File: config.mk
export PLATFORM = sky130hd
export DESIGN_NAME = sram2_controller
export DESIGN_NICKNAME = d
export VERILOG_FILES = /design/src/rtl/sram2_controller.sv
export SDC_FILE = /design/constraint.sdc
export NUM_CORES = 1
export LEC_CHECK = 0
export ABC_AREA = 1
export BUFFER_PORTS_ARGS = -buffer_cell sky130_fd_sc_hd__buf_2
export CORE_AREA = 2 2 114 144
export DETAILED_ROUTE_END_ITERATION = 16
export DIE_AREA = 0 0 116 146
export HOLD_SLACK_MARGIN = 0.05
export PLACE_DENSITY_LB_ADDON = 0.2
export SETUP_SLACK_MARGIN = 0.15
export SLEW_MARGIN = 20
export SYNTH_ARGS = -nofsm -noshare
export SYNTH_HDL_FRONTEND = slang
export SYNTH_SLANG_ARGS = --single-unit
File: constraint.sdc
create_clock -name clk -period 1.3 [get_ports clk]
set_input_delay 0.065 -clock clk [delete_from_list [all_inputs] [get_ports clk]]
set_output_delay 0.065 -clock clk [all_outputs]
set_load 0.01 [all_outputs]
File: src/rtl/sram2_controller.sv
// sram2_controller: stores finished AES blocks to consecutive SRAM2 addresses from a host-supplied base,
// holding each write for WRITE_CYCLES cycles with a turnaround gap, and pulses done after num_blocks writes.
module sram2_controller #(
  parameter int ADDR_SIZE_BITS = 8,
  parameter int ACCESS_SIZE_BITS = 128,
  parameter int WRITE_CYCLES = 2
) (
  input  logic                        clk,
  input  logic                        rst,
  input  logic                        enable,
  input  logic [ADDR_SIZE_BITS-1:0]   s_addr,
  input  logic [ADDR_SIZE_BITS-1:0]   num_blocks,
  input  logic                        blk_valid,
  input  logic [ACCESS_SIZE_BITS-1:0] blk_data,
  output logic                        blk_ready,
  output logic                        w_en,
  output logic [ADDR_SIZE_BITS-1:0]   w_addr,
  output logic [ACCESS_SIZE_BITS-1:0] w_data,
  output logic                        busy,
  output logic                        done
);
  localparam int CW = $clog2(WRITE_CYCLES + 1);
  typedef enum logic [2:0] {IDLE, WAIT_BLK, WRITE, GAP, DONE} state_t;
  state_t state;
  logic [ADDR_SIZE_BITS-1:0] addr_r, cnt_r;
  logic [ACCESS_SIZE_BITS-1:0] data_r;
  logic [CW-1:0] wcnt;
  // The address and data registers drive the bus directly, so they hold through GAP and clear on return to IDLE.
  assign w_addr = addr_r;
  assign w_data = data_r;
  always_ff @(posedge clk) begin
    if (rst) begin
      state <= IDLE;
      addr_r <= '0;
      cnt_r <= '0;
      data_r <= '0;
      wcnt <= '0;
      blk_ready <= 1'b0;
      w_en <= 1'b0;
      busy <= 1'b0;
      done <= 1'b0;
    end else begin
      case (state)
        IDLE: if (enable) begin
          addr_r <= s_addr;
          cnt_r <= num_blocks;
          busy <= 1'b1;
          state <= (num_blocks == '0) ? DONE : WAIT_BLK;
          done <= (num_blocks == '0);
          blk_ready <= (num_blocks != '0);
        end
        WAIT_BLK: if (blk_valid) begin
          data_r <= blk_data;
          wcnt <= '0;
          blk_ready <= 1'b0;
          w_en <= 1'b1;
          state <= WRITE;
        end
        WRITE: begin
          wcnt <= wcnt + 1'b1;
          if (wcnt == CW'(WRITE_CYCLES - 1)) begin
            w_en <= 1'b0;
            state <= GAP;
          end
        end
        GAP: begin
          addr_r <= addr_r + 1'b1;
          cnt_r <= cnt_r - 1'b1;
          state <= (cnt_r == ADDR_SIZE_BITS'(1)) ? DONE : WAIT_BLK;
          done <= (cnt_r == ADDR_SIZE_BITS'(1));
          blk_ready <= (cnt_r != ADDR_SIZE_BITS'(1));
        end
        DONE: begin
          done <= 1'b0;
          busy <= 1'b0;
          addr_r <= '0;
          data_r <= '0;
          state <= IDLE;
        end
        default: state <= IDLE;
      endcase
    end
  end
endmodule

==> metrics, run 1 <==
final worst setup slack=-0.0860 ns; footprint of the multi-input gates=0.00295 sq mm; Seq/Total Area, Yosys=49.9%; slowest cell on the critical path=dfxtp_2; DIE AREA=0.0169 sq mm; RSZ-0062 raised after global routing=true; FF-to-FF path depth=7; Top Family by Delay on Critical Path=buffers and inverters; Worst setup EP type=flop; adder and majority gate portion of the synthesized area=0.816%; fin area=0.0108 sq mm; share of post-route cells with drive strength above 1=37.8%; Final setup viols=91; most common cell in the netlist=dfxtp_1; launch point of the worst reg-to-reg path=state[0]; initial drt markers=437; Tightest Pin Transition=0.411 ns; total power=15.5 mW; DR vias/cell=4.90; crit start category=flop; antenna viol nets, final=0; htree depth=4; Nets=1415; Cell Pwr Density=1430 mW/mm^2; WL/cell=15.4 um; Final Max Slew Viols=0; Synth area leader=dfxtp_1; CP bufs+invs=3; post-route clock period utilization=107%; Async SR Flop Fraction=0%; PortBufs=287; Root Buffer=clkbuf_16; largest net degree at the start of global routing=58; clock sinks=153; DRC violations left=0; CTS tree=done; Clock Tree Buf Depth=2; Initial Utilization=39.7%; syn_area_per_cell=7.60 sq um; vias in the first global route=6911; pre-CTS WS=-0.0741 ns; commonest cells in the netlist=dfxtp_1, nand2_1, nor2_1; antenna cells=0; # rows=51; simple-gate share of the synthesized area=26.8%; synth warn=0; final hold vios=0; DR vias=7296; antenna violations before repair=0; Layout Skew=0.0113 ns; share of cell area taken by muxes after synthesis=0%; cell area after placement=0.00796 sq mm; first-pass iteration count of the detailed router=5; Synth Instances=807; critical path class=reg -> reg; synthesis-to-layout area growth=76.6%; number of synthesized register bits=153; worst setup path startpoint=state[0]; Syn Std Cell Area=0.00613 sq mm; Slew headroom=72.6%; critical path data required time=1.60 ns; Mapped Nets=959; GRT Residual Overflow=0; post-DP HPWL=13000 um; Reg-to-Reg End=w_data[19]; critical-path cell list=inv_4 > nor2_4 > nand3_4 > buf_12 > buf_4 > o21ai_2 > nor2_1; largest family of logic cells by synthesized area=simple AND/OR/NAND/NOR gates; VDD IR max=0.741 mV; # Max-Cap Violations=0; worst stage delay on the critical path=0.35 ns; XOR/XNOR Fraction of Synth Area=0%; GR Util All Layers=24.5%; Fmax achieved=721 MHz; Post-synth EDFFs=0; Pleak=4.95 nW; internal reg-to-reg setup slack=-0.09 ns; data arrival time of the worst path=1.69 ns; FILL cells=1139; post-synthesis cell type count=33; ranking of synthesized cells by area=dfxtp_1, nand2_1, nor2_1; post-synth top area share=49.9%; crit path time final=1.39 ns; violated checks=negative setup slack; ys flop type=dfxtp_1; chip height=146 um; Worst-Skew Late Latency=0.42 ns; compound-gate portion of the synthesized area=14.5%; chip width=116 um; crit path to=w_data[19]; Hold Path Class=in -> reg; GPL Wtd Cong=0.854; Worst path depth=7; first-pass GRT wire length=33200 um; Worst-path clk slew=0.06 ns; routed wire length=22900 um; I/O pins=288; core area=0.0154 sq mm; cts bufs inserted=17; FF/Latch Area=0.00307 sq mm; CP max FO=11; outcome=complete, but fails checks
-- flip-flops by register name, summed over array words and instances (netlist names) --
name / cells
state: 3
wcnt: 2
blk_ready: 1
w_en: 1
cnt_r: 8
w_addr: 8
w_data: 128
busy: 1
done: 1
-- kinds of logic (layout without fill, tap and decap cells) --
family,Yosys count,in the layout
and+or+nand+nor,389,389
adders and majority gates,4,4
AOI/OAI and AO/OA,172,172
DFF,153,153
buffers and inverters,89,558
-- metrics by stage --
step	util [%]	hold slack (ns)	cells	setup TNS (ns)
2_1_floorplan	-	0.208	807	0
3_3_place_gp	51.6	0.296	1291	-1.03
3_5_place_dp	51.6	0.306	1291	-1.71
4_1_cts	67.8	0.0918	1476	-0.0184
5_1_grt	70.1	0.159	1488	-11.46
6_report	70.1	0.144	1488	-1.39
-- repair_timing --
item                                    in CTS  in global routing
hold buffers                               146                  0
gates resized for setup                    106                 55
buffers inserted                             5                  5
endpoints found under the setup margin     151                153
pin swaps                                   24                 20
hold endpoints to repair                   147                  0
cloned                                       2                  7
-- worst min-delay path by stage --
stage,startpoint,end,slack [ns],depth (start not counted)
finish,rst,w_data[17],0.14,4
floorplan,blk_data[64],w_data[64],0.21,2
CTS,blk_valid,state[0],0.09,3
detailed placement,blk_data[70],w_data[70],0.31,3
global placement,blk_data[60],w_data[60],0.30,3
global route,rst,w_data[17],0.16,4
-- worst min-delay path, stage by stage --
cell	delay [ns]
buf_2	0.22
nor2_4	0.10
o21ai_1	0.08
nor2_1	0.04
-- power by group --
group          internal (mW)  switching [mW]
clock                   3.54            2.02
combinational           2.02            2.31
sequential              5.26           0.338
-- cell usage in the layout (no fill, tap or decap), drive strengths merged, types with 4 or more instances in the layout --
master	n
o21ai	68
buf	342
inv	36
dlygate4sd3	146
clkinv	5
ha	4
dfxtp	153
bufinv	5
nand2	148
a21oi	94
nor2	142
nand3	92
clkbuf	23
-- layout make-up --
type | instances | share of cell area [%]
Clock buffer | 19 | 4.18
Clock inverter | 13 | 1.99
Inverter | 34 | 1.39
Multi-Input combinational cell | 565 | 27.2
Sequential cell | 153 | 28.3
Tap cell | 212 | 2.45
Timing Repair Buffer | 492 | 34.4
-- routing by layer --
metal	GRT usage, %	wire length, um
met2	43.7	11600
met4	8.81	664
met1	27.0	8970
met3	7.33	1680
met5	0	0
No activity file was read; power rests on OpenSTA's default activity.
==> inputs of run 2 (changes only) <==
- CAP_MARGIN: unset -> 20
- CELL_PAD_IN_SITES_DETAIL_PLACEMENT: unset -> 2
- CELL_PAD_IN_SITES_GLOBAL_PLACEMENT: unset -> 2
- CORE_AREA: 2 2 114 144 -> 2 2 153 192
- DIE_AREA: 0 0 116 146 -> 0 0 155 194
==> metrics, run 2 (synthesis gave the netlist of run 1 again) <==
outcome=complete, but fails checks (unchanged); violated checks=negative setup slack (unchanged); CP max FO=11 (unchanged); Cells after DPL=1459 (was 1291); total power=16.6 mW (was 15.5 mW); Cell Pwr Density=1400 mW/mm^2 (was 1430 mW/mm^2); critical path class=reg -> reg (unchanged); Worst-path clk slew=0.07 ns (was 0.06 ns); Worst setup EP type=flop (unchanged); max FFs per register=128 (unchanged); final worst setup slack=-0.198 ns (was -0.0860 ns); FF/Latch Area=0.00308 sq mm (was 0.00307 sq mm); chip height=194 um (was 146 um); Root Buffer=clkbuf_16 (unchanged); Slew headroom=67.6% (was 72.6%); Worst-Skew Late Latency=0.43 ns (was 0.42 ns); antenna violations before repair=1 (was 0); data arrival time of the worst path=1.78 ns (was 1.69 ns); critical path data required time=1.59 ns (was 1.60 ns); clock sinks=153 (unchanged); I/O pins=288 (unchanged); RSZ-0062 raised after global routing=true (unchanged); htree depth=4 (unchanged); Final setup viols=150 (was 91); most frequent cells in the layout=buf_2, dfxtp_1, dlygate4sd3_1, nand2_1, nor2_1 (unchanged); Fmax achieved=668 MHz (was 721 MHz); most common cell after layout, fill and taps aside=buf_2 (unchanged); DR vias=7721 (was 7296); crit path time final=1.50 ns (was 1.39 ns); Hold Path Class=in -> reg (unchanged); CP bufs+invs=4 (was 3); Final Max Slew Viols=0 (unchanged); DIE AREA=0.0301 sq mm (was 0.0169 sq mm); FILL cells=3066 (was 1139); Nets=1459 (was 1415); chip width=155 um (was 116 um); crit start category=flop (unchanged); share of post-route cells with drive strength above 1=42.3% (was 37.8%); Tightest Pin Transition=0.485 ns (was 0.411 ns); largest net degree at the start of global routing=88 (was 58); final hold vios=0 (unchanged); Finished Layout Cells=1674 (was 1488); antenna viol nets, final=0 (unchanged); Layout Skew=0.0123 ns (was 0.0113 ns); DR vias/cell=4.61 (was 4.90); worst stage delay on the critical path=0.37 ns (was 0.35 ns); GPL Wtd Cong=0.728 (was 0.854); Initial Utilization=21.7% (was 39.7%); PortBufs=287 (unchanged); VDD IR max=0.662 mV (was 0.741 mV); GR Util All Layers=19.8% (was 24.5%); Clock Tree Buf Depth=2 (unchanged); vias in the first global route=8356 (was 6911); first-pass iteration count of the detailed router=4 (was 5); post-DP HPWL=18800 um (was 13000 um); Pleak=5.32 nW (was 4.95 nW); cts bufs inserted=17 (unchanged); first-pass GRT wire length=46500 um (was 33200 um); routed wire length=32900 um (was 22900 um); # rows=69 (was 51); WL/cell=19.7 um (was 15.4 um); GRT Residual Overflow=0 (unchanged); synthesis-to-layout area growth=93.5% (was 76.6%); footprint of the multi-input gates=0.00316 sq mm (was 0.00295 sq mm); core area=0.0282 sq mm (was 0.0154 sq mm); initial drt markers=261 (was 437); post-route clock period utilization=115% (was 107%); DRC violations left=0 (unchanged); CTS tree=done (unchanged); # Max-Cap Violations=0 (unchanged); slowest cell on the critical path=dfxtp_4 (was dfxtp_2); Top Family by Delay on Critical Path=buffers and inverters (unchanged); critical-path cell list=inv_4 > nor2_4 > nand3_4 > buf_4 > buf_12 > clkbuf_16 > nand3_1 > a21oi_1 (was inv_4 > nor2_4 > nand3_4 > buf_12 > buf_4 > o21ai_2 > nor2_1)
-- run 2: cell count changes in the layout (fill, tap and decap cells not counted), moves of 6 or more --
cell / before / now
buf_4: 16 / 35
o21ai_4: 2 / 8
clkbuf_16: 21 / 28
o21ai_1: 22 / 12
nand2_1: 134 / 128
nand3_1: 76 / 70
buf_12: 11 / 21
-- run 2: where the power goes --
part | internal (mW) | leakage [nW] | switching [mW]
Combinational | 2.59 | 3.77 | 2.80
Sequential | 5.27 | 1.25 | 0.385
Clock | 3.39 | 0.298 | 2.14
-- run 2: what timing repair did --
| item | CTS | global route |
|---|---|---|
| hold buffers | 146 | 0 |
| setup endpoints to repair | 153 | 154 |
| setup buffers | 8 | 11 |
| cloned | 4 | 15 |
| pin swaps | 21 | 29 |
| resized for setup | 113 | 107 |
| endpoints found under the hold margin | 146 | 0 |
-- run 2: final cells by class --
cell class              count  area share [%]
well taps                 355            3.74
inverters                  34            1.29
repair buffers            535            37.0
multi-input cells         565            26.6
diodes                      1          0.0211
flip-flops and latches    153            25.9
clock inverters            12            1.69
clock buffers              18            3.62
repair inverters            1           0.137
-- run 2: through the flow --
step	instance area [sq um]	utilization, %	setup slack (ns)	hold WS, ns	TNS [ns]
2_1_floorplan	6230	-	0.0965	0.208	0
3_3_place_gp	8420	29.8	-0.0480	0.300	-0.577
3_5_place_dp	8420	29.8	-0.105	0.305	-4.79
4_1_cts	11000	38.9	-0.114	0.0438	-7.74
5_1_grt	11900	42.0	-0.235	0.125	-25.37
6_report	11900	42.0	-0.198	0.133	-17.03
-- run 2: path summary, 6_finish.rpt --
kind                                     to  slack (ns)       start  cells after the start
worst max-delay path            w_data[101]       -0.20    state[0]                      8
worst min-delay path               state[1]        0.13   blk_valid                      4
worst max register to register  w_data[101]       -0.20    state[0]                      8
worst min register to register   w_data[84]        0.47  w_data[84]                      2
-- run 2: worst reg2reg max path, cell delays in order (launching register included) --
cell	delay, ns
dfxtp_4	0.37
inv_4	0.05
nor2_4	0.13
nand3_4	0.13
buf_4	0.17
buf_12	0.14
clkbuf_16	0.18
nand3_1	0.10
a21oi_1	0.08
-- run 2: metal layers --
metal | share of wire [%] | wire length [um] | global-route usage, % | vias up
met1 | 39 | 12800 | 21.8 | 3779
li1 | - | - | - | 3665
met3 | 3.9 | 1280 | 3.82 | 54
met4 | 3.0 | 1000 | 8.30 | 0
met5 | 0 | 0 | 0 | -
met2 | 54 | 17900 | 36.6 | 223
==> inputs of run 3 (changes only) <==
- RECOVER_POWER: unset -> 25
==> metrics, run 3 (synthesis gave the netlist of run 1 again) <==
Cells after DPL=1459 (unchanged); chip width=155 um (unchanged); RSZ-0062 raised after global routing=true (unchanged); crit start category=flop (unchanged); Worst-Skew Late Latency=0.43 ns (about the same); # rows=69 (unchanged); Pleak=5.17 nW (was 5.32 nW); crit path to=w_data[101] (unchanged); FF-to-FF path depth=8 (unchanged); Cell Pwr Density=1400 mW/mm^2 (about the same); CTS tree=done (unchanged); I/O pins=288 (unchanged); cts bufs inserted=17 (unchanged); share of post-route cells with drive strength above 1=39.6% (was 42.3%); CP max FO=11 (unchanged); largest net degree at the start of global routing=88 (unchanged); first-pass GRT wire length=46500 um (unchanged); antenna viol nets, final=0 (unchanged); vias in the first global route=8356 (unchanged); metal3 WL=1250 um (was 1280 um); Gate power share=32.4% (was 32.6%); critical path data required time=1.59 ns (about the same); cell-internal power=11.2 mW (was 11.3 mW); chip height=194 um (unchanged); data arrival time of the worst path=1.79 ns (was 1.78 ns); Clock Power Share=33.4% (was 33.3%); routed wire length=33000 um (was 32900 um); Finished Layout Cells=1674 (unchanged); Sw Pwr=5.35 mW (was 5.33 mW); final worst setup slack=-0.198 ns (about the same); worst setup path startpoint=state[0] (unchanged); VDD IR max=0.672 mV (was 0.662 mV); synthesis-to-layout area growth=92.8% (was 93.5%); most frequent cells in the layout=buf_2, dfxtp_1, dlygate4sd3_1, nand2_1, nor2_1 (unchanged); first-pass iteration count of the detailed router=5 (was 4); cell area after placement=0.00842 sq mm (unchanged); max FFs per register=128 (unchanged); Reg-to-Reg End=w_data[101] (unchanged); launch point of the worst reg-to-reg path=state[0] (unchanged); antenna violations before repair=1 (unchanged); DR vias/cell=4.62 (was 4.61); Fmax achieved=667 MHz (was 668 MHz); GR Util All Layers=19.8% (unchanged); Hold Path Class=in -> reg (unchanged); post-DP HPWL=18800 um (unchanged); Slew headroom=67.6% (about the same); GRT Residual Overflow=0 (unchanged); Root Buffer=clkbuf_16 (unchanged); critical path class=reg -> reg (unchanged); initial drt markers=268 (was 261); Initial Utilization=21.7% (unchanged); FILL cells=3094 (was 3066); Final setup viols=150 (unchanged); met2 WL post-DR=17900 um (about the same); DRC violations left=0 (unchanged); clock sinks=153 (unchanged); GPL Wtd Cong=0.728 (unchanged); top sig layer=met4 (unchanged); Sw Ratio=32.3% (was 32.1%); most common cell after layout, fill and taps aside=buf_2 (unchanged); Tightest Pin Transition=0.486 ns (was 0.485 ns); htree depth=4 (unchanged); final hold vios=0 (unchanged); Clock Tree Buf Depth=2 (unchanged); Nets=1459 (unchanged); Final Max Slew Viols=0 (unchanged); internal reg-to-reg setup slack=-0.20 ns (about the same); outcome=complete, but fails checks (unchanged); Worst-path clk slew=0.07 ns (about the same); wl on met1=12800 um (about the same); post-route clock period utilization=115% (about the same); WL/cell=19.7 um (about the same); violated checks=negative setup slack (unchanged); PortBufs=287 (unchanged); Worst setup EP type=flop (unchanged); DIE AREA=0.0301 sq mm (unchanged); fin util=41.9% (was 42.0%); Layout Skew=0.00899 ns (was 0.0123 ns); DR vias=7739 (was 7721); crit path time final=1.50 ns (about the same); core area=0.0282 sq mm (unchanged); Reg power frac=34.2% (was 34.1%); setup TNS=-17.12 ns (was -17.03 ns); pre-CTS WS=-0.105 ns (unchanged); # Max-Cap Violations=0 (unchanged); fin area=0.0118 sq mm (was 0.0119 sq mm)
-- run 3: changes by cell type in the layout (fill, tap and decap cells not counted), sizes merged --
cell    change
buf        -35
clkbuf     +35
-- run 3: area by class of cell --
cell class / instances / area [sq um] / share of cell area (%)
diodes: 1 / 2.50 / 0.0212
clock buffers: 18 / 429 / 3.63
clock inverters: 12 / 200 / 1.69
inverters: 34 / 153 / 1.29
multi-input cells: 565 / 3160 / 26.7
flip-flops and latches: 153 / 3080 / 26.0
well taps: 355 / 444 / 3.76
repair buffers: 535 / 4340 / 36.7
repair inverters: 1 / 16.3 / 0.138
-- run 3: worst min path at each step --
stage	startpoint	cells past startpoint	to
2_1_floorplan	blk_data[64]	2	w_data[64]
3_3_place_gp	blk_data[52]	3	w_data[52]
3_5_place_dp	blk_data[5]	3	w_data[5]
4_1_cts	blk_valid	3	state[1]
5_1_grt	blk_valid	4	state[1]
6_report	blk_valid	4	state[1]
-- run 3: what timing repair did --
action / 4_1_cts / 5_1_grt
gates resized for setup: 113 / 107
hold buffers: 146 / 0
setup buffers: 8 / 11
pin swaps: 21 / 29
endpoints found under the hold margin: 146 / 0
gates cloned: 4 / 15
setup endpoints to repair: 153 / 154
-- run 3: critical path, cell delays in order, from the launching register on --
cell and delay (ns):
dfxtp_4 0.37, inv_4 0.05, nor2_4 0.13, nand3_4 0.13, buf_4 0.17, buf_12 0.14, clkbuf_16 0.17, nand3_1 0.10
a21oi_1 0.08
-- run 3: power by group through the flow --
stage | Sequential (mW) | Clock [mW] | Combinational [mW]
after global routing | 5.73 | 5.87 | 5.83
after global placement | 5.67 | 0 | 3.64
after CTS | 5.61 | 5.65 | 4.52
after floorplan | 5.91 | 0 | 1.77
final | 5.66 | 5.54 | 5.37
after detailed placement | 5.69 | 0 | 3.71
-- run 3: through the flow --
stage | total power [mW] | hold WS, ns
floorplan | 7.68 | 0.208
global placement | 9.32 | 0.300
detailed placement | 9.40 | 0.305
CTS | 15.8 | 0.0438
global route | 17.4 | 0.125
finish | 16.6 | 0.133
-- run 3: routing by layer --
layer	up-vias	GRT usage (%)
met1	3797	21.8
met4	0	8.30
met5	-	0
met2	222	36.6
li1	3664	-
met3	56	3.82
